File: src/rtl/otter_alu_pkg.sv
// Shared definitions for the OTTER execute-stage ALU with RV32M extension.
// Contents: one-hot op index constants (base ALU ops followed by M-extension
// ops), the control FSM state type, and decode helpers for the multicycle
// op groups.
package otter_alu_pkg;

  localparam int ALU_ADD    = 0;
  localparam int ALU_SLL    = 1;
  localparam int ALU_SLT    = 2;
  localparam int ALU_SLTU   = 3;
  localparam int ALU_XOR    = 4;
  localparam int ALU_SRL    = 5;
  localparam int ALU_OR     = 6;
  localparam int ALU_AND    = 7;
  localparam int ALU_SUB    = 8;
  localparam int ALU_SRA    = 9;
  localparam int ALU_LUI    = 10;
  localparam int ALU_MUL    = 11;
  localparam int ALU_MULH   = 12;
  localparam int ALU_MULHSU = 13;
  localparam int ALU_MULHU  = 14;
  localparam int ALU_DIV    = 15;
  localparam int ALU_DIVU   = 16;
  localparam int ALU_REM    = 17;
  localparam int ALU_REMU   = 18;
  localparam int N_ALU_OPS  = 19;

  typedef enum logic [1:0] {
    IDLE,
    MUL_BUSY,
    DIV_BUSY,
    DIV_FIX
  } state_t;

  function automatic logic is_mul(input logic [N_ALU_OPS-1:0] fun);
    return |fun[ALU_MULHU:ALU_MUL];
  endfunction

  function automatic logic is_div(input logic [N_ALU_OPS-1:0] fun);
    return |fun[ALU_REMU:ALU_DIV];
  endfunction

endpackage

File: src/rtl/otter_alu_mdu_divider.sv
// otter_divider: unsigned iterative restoring divider, one quotient bit per
// cycle, XLEN cycles per divide. Sign handling is done by the parent.
// Ports:
//   clk, rst      clock, async active-high reset
//   i_start       load operands and begin iterating
//   i_abort       drop any divide in progress (has priority over i_start)
//   i_dividend    unsigned dividend
//   i_divisor     unsigned divisor (non-zero; zero is resolved by the parent)
//   o_busy        iterations remaining
//   o_done        the final iteration executes this cycle; o_quotient and
//                 o_remainder hold the final values from the next cycle on
//   o_quotient    quotient register
//   o_remainder   remainder register
module otter_divider #(
  parameter int XLEN = 32
) (
  input  logic            clk,
  input  logic            rst,
  input  logic            i_start,
  input  logic            i_abort,
  input  logic [XLEN-1:0] i_dividend,
  input  logic [XLEN-1:0] i_divisor,
  output logic            o_busy,
  output logic            o_done,
  output logic [XLEN-1:0] o_quotient,
  output logic [XLEN-1:0] o_remainder
);

  localparam int CW = $clog2(XLEN) + 1;

  logic [CW-1:0]   r_cnt;
  logic [XLEN-1:0] r_quo;
  logic [XLEN-1:0] r_rem;
  logic [XLEN-1:0] r_dvs;
  logic [XLEN:0]   w_trial;

  // Partial remainder stays below the divisor, so {rem, next bit} - divisor
  // borrows (msb set) exactly when the trial subtraction must be undone.
  assign w_trial = {r_rem, r_quo[XLEN-1]} - {1'b0, r_dvs};

  always_ff @(posedge clk or posedge rst) begin
    if (rst) begin
      r_cnt <= '0;
      r_quo <= '0;
      r_rem <= '0;
      r_dvs <= '0;
    end else if (i_abort) begin
      r_cnt <= '0;
    end else if (i_start) begin
      r_quo <= i_dividend;
      r_rem <= '0;
      r_dvs <= i_divisor;
      r_cnt <= CW'(XLEN);
    end else if (r_cnt != '0) begin
      r_cnt <= r_cnt - 1'b1;
      if (!w_trial[XLEN]) begin
        r_rem <= w_trial[XLEN-1:0];
        r_quo <= {r_quo[XLEN-2:0], 1'b1};
      end else begin
        r_rem <= {r_rem[XLEN-2:0], r_quo[XLEN-1]};
        r_quo <= {r_quo[XLEN-2:0], 1'b0};
      end
    end
  end

  assign o_busy      = (r_cnt != '0);
  assign o_done      = (r_cnt == CW'(1));
  assign o_quotient  = r_quo;
  assign o_remainder = r_rem;

endmodule

File: src/rtl/otter_alu_mdu.sv
// otter_alu_mdu: execute-stage ALU with RV32M multiply/divide.
// Base ops complete in one cycle; MUL* run through a fixed-latency pipeline;
// DIV/REM use the iterative otter_divider plus a sign-fix cycle.
// Ports:
//   clk, rst     clock, async active-high reset
//   valid_i      operation presented this cycle
//   ready_o      high when idle (an op can be accepted)
//   alu_fun_i    one-hot op select (otter_alu_pkg index order) or all-zero
//   op1_i/op2_i  operands
//   flush_i      kill any in-flight op; blocks acceptance this cycle
//   result_o     registered result, held while valid_o is low
//   valid_o      one-cycle pulse marking result_o valid
module otter_alu_mdu
  import otter_alu_pkg::*;
#(
  parameter int XLEN        = 32,
  parameter int MUL_LATENCY = 2
) (
  input  logic                 clk,
  input  logic                 rst,
  input  logic                 valid_i,
  output logic                 ready_o,
  input  logic [N_ALU_OPS-1:0] alu_fun_i,
  input  logic [XLEN-1:0]      op1_i,
  input  logic [XLEN-1:0]      op2_i,
  input  logic                 flush_i,
  output logic [XLEN-1:0]      result_o,
  output logic                 valid_o
);

  localparam int SHW   = $clog2(XLEN);
  localparam int PW    = 2 * XLEN;
  localparam int NPIPE = (MUL_LATENCY > 1) ? MUL_LATENCY - 1 : 1;
  localparam int CNTW  = $clog2(MUL_LATENCY + 1);

  state_t          r_state;
  logic [XLEN-1:0] r_result;
  logic            r_valid;
  logic [CNTW-1:0] r_mcnt;
  logic            r_mul_hi;
  logic [PW-1:0]   r_mul_p [NPIPE];
  logic            r_neg_q;
  logic            r_neg_r;
  logic            r_is_rem;

  logic            w_accept;
  logic [SHW-1:0]  w_shamt;
  logic [XLEN-1:0] w_sra;
  logic [XLEN-1:0] w_base;

  assign ready_o  = (r_state == IDLE);
  assign result_o = r_result;
  assign valid_o  = r_valid;
  assign w_accept = valid_i & ready_o & ~flush_i;

  // Base ALU: every term gated by its select bit, then XOR-merged.
  assign w_shamt = op2_i[SHW-1:0];
  assign w_sra   = $signed(op1_i) >>> w_shamt;

  always_comb begin
    w_base = '0;
    w_base ^= {XLEN{alu_fun_i[ALU_ADD]}}  & (op1_i + op2_i);
    w_base ^= {XLEN{alu_fun_i[ALU_SLL]}}  & (op1_i << w_shamt);
    w_base ^= {XLEN{alu_fun_i[ALU_SLT]}}  & {{(XLEN-1){1'b0}}, ($signed(op1_i) < $signed(op2_i))};
    w_base ^= {XLEN{alu_fun_i[ALU_SLTU]}} & {{(XLEN-1){1'b0}}, (op1_i < op2_i)};
    w_base ^= {XLEN{alu_fun_i[ALU_XOR]}}  & (op1_i ^ op2_i);
    w_base ^= {XLEN{alu_fun_i[ALU_SRL]}}  & (op1_i >> w_shamt);
    w_base ^= {XLEN{alu_fun_i[ALU_OR]}}   & (op1_i | op2_i);
    w_base ^= {XLEN{alu_fun_i[ALU_AND]}}  & (op1_i & op2_i);
    w_base ^= {XLEN{alu_fun_i[ALU_SUB]}}  & (op1_i - op2_i);
    w_base ^= {XLEN{alu_fun_i[ALU_SRA]}}  & w_sra;
    w_base ^= {XLEN{alu_fun_i[ALU_LUI]}}  & op1_i;
  end

  // Multiplier: (XLEN+1)-bit signed operands (extension bit picks signed vs
  // unsigned), sign-extended to 2*XLEN; the low 2*XLEN product bits are exact.
  logic            w_ext_a;
  logic            w_ext_b;
  logic [PW-1:0]   w_ma;
  logic [PW-1:0]   w_mb;
  logic [PW-1:0]   w_prod;
  logic [XLEN-1:0] w_mul_now;
  logic [PW-1:0]   w_mul_out;
  logic [XLEN-1:0] w_mul_fin;

  assign w_ext_a   = (alu_fun_i[ALU_MULH] | alu_fun_i[ALU_MULHSU]) & op1_i[XLEN-1];
  assign w_ext_b   = alu_fun_i[ALU_MULH] & op2_i[XLEN-1];
  assign w_ma      = {{XLEN{w_ext_a}}, op1_i};
  assign w_mb      = {{XLEN{w_ext_b}}, op2_i};
  assign w_prod    = w_ma * w_mb;
  assign w_mul_now = alu_fun_i[ALU_MUL] ? w_prod[XLEN-1:0] : w_prod[PW-1:XLEN];
  assign w_mul_out = r_mul_p[NPIPE-1];
  assign w_mul_fin = r_mul_hi ? w_mul_out[PW-1:XLEN] : w_mul_out[XLEN-1:0];

  // Free-running product chain; the down-counter picks the stage that lines
  // up with the accepted op, leaving the chain free for retiming.
  always_ff @(posedge clk or posedge rst) begin
    if (rst) begin
      for (int unsigned i = 0; i < NPIPE; i++) r_mul_p[i] <= '0;
    end else begin
      r_mul_p[0] <= w_prod;
      for (int unsigned i = 1; i < NPIPE; i++) r_mul_p[i] <= r_mul_p[i-1];
    end
  end

  // Divider operand preparation and special cases.
  logic            w_div_signed;
  logic            w_div_rem;
  logic            w_neg_a;
  logic            w_neg_b;
  logic [XLEN-1:0] w_mag_a;
  logic [XLEN-1:0] w_mag_b;
  logic            w_div_zero;
  logic            w_div_ovf;
  logic [XLEN-1:0] w_div_spec;
  logic            w_div_start;
  logic            w_div_busy;
  logic            w_div_done;
  logic [XLEN-1:0] w_quo;
  logic [XLEN-1:0] w_rem;
  logic [XLEN-1:0] w_div_fix;

  assign w_div_signed = alu_fun_i[ALU_DIV] | alu_fun_i[ALU_REM];
  assign w_div_rem    = alu_fun_i[ALU_REM] | alu_fun_i[ALU_REMU];
  assign w_neg_a      = w_div_signed & op1_i[XLEN-1];
  assign w_neg_b      = w_div_signed & op2_i[XLEN-1];
  assign w_mag_a      = w_neg_a ? -op1_i : op1_i;
  assign w_mag_b      = w_neg_b ? -op2_i : op2_i;
  assign w_div_zero   = (op2_i == '0);
  assign w_div_ovf    = w_div_signed & (op1_i == {1'b1, {(XLEN-1){1'b0}}}) & (op2_i == '1);
  assign w_div_spec   = w_div_zero ? (w_div_rem ? op1_i : '1)
                                   : (w_div_rem ? '0 : op1_i);
  assign w_div_start  = w_accept & is_div(alu_fun_i) & ~w_div_zero & ~w_div_ovf;
  assign w_div_fix    = r_is_rem ? (r_neg_r ? -w_rem : w_rem)
                                 : (r_neg_q ? -w_quo : w_quo);

  otter_divider #(
    .XLEN(XLEN)
  ) u_div (
    .clk        (clk),
    .rst        (rst),
    .i_start    (w_div_start),
    .i_abort    (flush_i),
    .i_dividend (w_mag_a),
    .i_divisor  (w_mag_b),
    .o_busy     (w_div_busy),
    .o_done     (w_div_done),
    .o_quotient (w_quo),
    .o_remainder(w_rem)
  );

  always_ff @(posedge clk or posedge rst) begin
    if (rst) begin
      r_state  <= IDLE;
      r_result <= '0;
      r_valid  <= 1'b0;
      r_mcnt   <= '0;
      r_mul_hi <= 1'b0;
      r_neg_q  <= 1'b0;
      r_neg_r  <= 1'b0;
      r_is_rem <= 1'b0;
    end else begin
      r_valid <= 1'b0;
      if (flush_i) begin
        r_state <= IDLE;
      end else begin
        unique case (r_state)
          IDLE: begin
            if (valid_i) begin
              if (is_mul(alu_fun_i)) begin
                if (MUL_LATENCY == 1) begin
                  r_result <= w_mul_now;
                  r_valid  <= 1'b1;
                end else begin
                  r_mul_hi <= ~alu_fun_i[ALU_MUL];
                  r_mcnt   <= CNTW'(MUL_LATENCY - 1);
                  r_state  <= MUL_BUSY;
                end
              end else if (is_div(alu_fun_i)) begin
                if (w_div_zero | w_div_ovf) begin
                  r_result <= w_div_spec;
                  r_valid  <= 1'b1;
                end else begin
                  r_neg_q  <= w_div_signed & (op1_i[XLEN-1] ^ op2_i[XLEN-1]);
                  r_neg_r  <= w_neg_a;
                  r_is_rem <= w_div_rem;
                  r_state  <= DIV_BUSY;
                end
              end else begin
                r_result <= w_base;
                r_valid  <= 1'b1;
              end
            end
          end
          MUL_BUSY: begin
            r_mcnt <= r_mcnt - 1'b1;
            if (r_mcnt == CNTW'(1)) begin
              r_result <= w_mul_fin;
              r_valid  <= 1'b1;
              r_state  <= IDLE;
            end
          end
          DIV_BUSY: begin
            if (w_div_done || !w_div_busy) r_state <= DIV_FIX;
          end
          DIV_FIX: begin
            r_result <= w_div_fix;
            r_valid  <= 1'b1;
            r_state  <= IDLE;
          end
          default: r_state <= IDLE;
        endcase
      end
    end
  end

  a_onehot_fun: assert property (@(posedge clk) disable iff (rst)
    valid_i |-> $onehot0(alu_fun_i));

endmodule
File: config.mk
export PLATFORM = sky130hd
export DESIGN_NAME = otter_alu_mdu
export DESIGN_NICKNAME = d
export VERILOG_FILES = /design/src/rtl/otter_alu_pkg.sv /design/src/rtl/otter_alu_mdu_divider.sv /design/src/rtl/otter_alu_mdu.sv
export SDC_FILE = /design/constraint.sdc
export NUM_CORES = 2
export LEC_CHECK = 0
export CAP_MARGIN = 10
export CORE_UTILIZATION = 65
export CTS_CLUSTER_DIAMETER = 120
export DETAILED_ROUTE_END_ITERATION = 6
export PLACE_DENSITY_LB_ADDON = 0.1
export SLEW_MARGIN = 20
export SYNTH_ARGS = -nofsm -noshare
export SYNTH_HDL_FRONTEND = slang
export SYNTH_SLANG_ARGS = --single-unit
File: constraint.sdc
create_clock -name clk -period 18.6 [get_ports clk]
set_clock_uncertainty 0.15 [all_clocks]
set_input_delay 3.72 -clock clk [delete_from_list [all_inputs] [get_ports clk]]
set_output_delay 3.72 -clock clk [all_outputs]
set_load 0.01 [all_outputs]
==> flow_metrics.env <==
export IMPL_fmax_ghz=0.0735
export IMPL_synth_edf_count=0
export IMPL_worst_pin_slew_ns=1.25
export IMPL_dp_slack_ns=4.89
export IMPL_synth_area_um2=60900
export IMPL_rr_worst_depth=17
export IMPL_initial_core_util_pct=66.0
export IMPL_cpMostUsedCell="fa_1"
export IMPL_hpwlAfterDp_mm=183
export IMPL_hold_violations=0
export IMPL_worstPathMaxFanout=28
export IMPL_period_needed_ns=13.61
export IMPL_syn_nets=8900
export IMPL_fin_crit_sh_pct=73.2
export IMPL_ioPinCount=121
export IMPL_floorplan_rows=111
export IMPL_critPathRequiredTime_ns=18.93
export IMPL_cts_hold_buf=0
export IMPL_die_height_um=308
export IMPL_grt_pass1_vias=55600
export IMPL_r2r_end="u_div.o_remainder[31]"
export IMPL_synthArstFlopShare_pct=100
export IMPL_status="completed"
export IMPL_ys_seq_elements=207
export IMPL_track_usage_pct=51.8
export IMPL_startpoint="op1_i[8]"
export IMPL_hp_class="flip-flop to flip-flop"
export IMPL_multi_input_comb_area_um2=49200
export IMPL_setup_slack_ns=4.99
export IMPL_critPathLaunchType="input pin"
export IMPL_overflow=0
export IMPL_vias=55000
export IMPL_yosysSeqAreaShare_pct=8.51
export IMPL_max_slew_margin_pct=16.4
export IMPL_area_growth_pct=4.91
export IMPL_r2r_slack_ns=13.97
export IMPL_portBuffers=120
export IMPL_drtIter0Drc=7461
export IMPL_fin_tns_setup_ns=0
export IMPL_rsz0062_at_grt="false"
export IMPL_drive_above_1_share_pct=4.45
export IMPL_critPathKind="input pin to flip-flop"
export IMPL_grt_pass1_wl_mm=356
export IMPL_setup_viol=0
export IMPL_holdWs_ns=0.333
export IMPL_grt_max_degree=113
export IMPL_clockRootBuffer="clkbuf_16"
export IMPL_routed_wl_mm=243
export IMPL_max_stage_delay_ns=1.12
export IMPL_ant_nets=0
export IMPL_clkLatencyLatePin_ns=0.61
export IMPL_gp_congestion=1.15
export IMPL_wl_per_cell_um=28.7
export IMPL_fin_cells=8464
export IMPL_post_cts_buffers=0
export IMPL_end_kind="flip-flop"
export IMPL_cts_repair_resized=0
export IMPL_cp_slowest_cell="clkinv_1"
export IMPL_critical_path_endpoint="r_mul_p[60]"
export IMPL_viasPerCell=6.50
export IMPL_clockBufferDepth=3
export IMPL_synthCells=7335
export IMPL_clk_pin_slew_ns=0.06
export IMPL_nFillCells=7566
export IMPL_placedCellCount=8408
export IMPL_cts_tree="built"
export IMPL_antenna_found_initial=13
export IMPL_final_max_slew_violation_count=0
export IMPL_cts_sinks=207
export IMPL_cts_made_buffers=26
export IMPL_ys_warn_count=0
export IMPL_drv_cap=0
export IMPL_coreArea_um2=92200
export IMPL_nets=8758
export IMPL_yosys_cell_types_count=88
export IMPL_cts_max_level=1
export IMPL_drc_errors=0
export IMPL_ys_flop_type="dfrtp_1"
export IMPL_crit_arrival_ns=13.94
export IMPL_dr_pass1_iters=6
export IMPL_die_area_um2=94900
export IMPL_rr_startpoint="u_div.o_quotient[31]"
export IMPL_register_area_um2=5180
export IMPL_syn_area_per_cell_um2=8.30
export IMPL_die_x_um=308
==> cell type report <==
class / count / share of cell area, %
Multi-Input combinational cell: 5398 / 77.0
Clock inverter: 9 / 0.151
Tap cell: 1243 / 2.43
Sequential cell: 207 / 8.12
Timing Repair Buffer: 281 / 3.57
Clock buffer: 38 / 1.17
Inverter: 1279 / 7.53
Antenna cell: 9 / 0.0353
==> layout by cell type, fill, tap and decap left out, drive strengths merged, types with 58 or more instances in the layout <==
cell type      instances
inv                 1257
nand2               1144
fa                  1128
nor2                 636
xnor2                394
o21ai                365
ha                   350
a21oi                283
dfrtp                207
buf                  189
mux2i                107
clkdlybuf4s50         92
a21o                  85
xor2                  74
a211oi                58
==> registers in the layout, indices dropped and copies added, names as in the netlist <==
signal / cells
valid_o: 1
u_div.r_dvs: 32
u_div.o_remainder: 32
u_div.r_cnt: 6
r_state: 2
result_o: 32
r_neg_r: 1
r_is_rem: 1
r_neg_q: 1
r_mul_hi: 1
r_mul_p: 64
u_div.o_quotient: 32
r_mcnt: 2
==> worst max-delay path, delay by kind of cell <==
| family | cells | cell delay (ns) |
|---|---|---|
| AND/OR/NAND/NOR | 1 | 0.50 |
| adder cells (fa/ha/maj) | 9 | 3.88 |
| AO/OA/AOI/OAI | 10 | 3.11 |
| buffers and inverters | 10 | 2.50 |
| XOR/XNOR | 1 | 0.16 |
==> how the worst min path moves through the flow <==
stage	start	endpoint	cells past startpoint
6_report	result_o[10]	result_o[10]	2
5_1_grt	result_o[11]	result_o[11]	2
3_5_place_dp	result_o[10]	result_o[10]	2
3_3_place_gp	result_o[14]	result_o[14]	2
4_1_cts	result_o[10]	result_o[10]	2
2_1_floorplan	u_div.r_dvs[0]	u_div.r_dvs[0]	2
==> logic make-up after synthesis <==
group	Yosys count	synth area share, %
adder cells (fa/ha/maj)	1478	44.3
AO/OA/AOI/OAI	1152	11.8
flip-flops	207	8.51
AND/OR/NAND/NOR	2146	14.7
XOR/XNOR	470	6.81
buffers and inverters	1730	10.8
multiplexers	152	3.11
==> layer usage <==
metal	share of wire [%]	wire [µm]	global-route usage (%)	vias to the layer above
met5	0.021	51	0	-
met2	41	98400	73.4	4280
li1	-	-	-	22600
met1	34	81800	63.4	26800
met4	10	24400	41.5	8
met3	16	37900	19.2	1228
==> metrics by stage <==
stage	cell area, µm²	util (%)
floorplan	60900	-
global placement	63000	68.3
detailed placement	63000	68.3
CTS	63900	69.2
global route	63900	69.3
finish	63900	69.3
==> cell usage after synthesis, types with 8 or more instances <==
cell      instances  area, µm²
and3_1           20        125
or3_1            19        119
o21a_1           19        143
nor4_1           21        131
clkbuf_1        299       1120
o21bai_1         21        158
buf_2            38        190
o22ai_1          29        181
nand2_1        1144       4290
a31oi_1          42        263
o21ai_0         351       1760
nand2b_1         54        338
nor3_1           53        265
a221o_1          11        110
o221ai_1          9       78.8
a41oi_1          13        114
o21ai_1          14       70.1
a21o_1           85        638
a211o_1          11       96.3
xor2_1           74        648
mux2_2           17        191
a21oi_1         283       1420
or4_1            15        113
o31ai_1          48        360
buf_1           110        413
inv_1          1252       4700
or2_2            10       62.6
a22oi_1           9       67.6
and4_1            8       70.1
nand4_1          28        175
and2_1           21        131
o211ai_1         50        375
ha_1            350       4380
clkinv_1         24       90.1
dfrtp_1         207       5180
nor2_1          634       2380
mux4_2           28        631
nand3_1          52        260
nor2b_1          35        219
mux2i_1         107       1070
fa_1           1128      22600
a211oi_1         57        428
xnor2_1         394       3450
o41ai_1          14        123
Power is left out: the tool's default activity adds up to more than one toggle a clock period on the data nets, which glitch-free logic cannot reach.
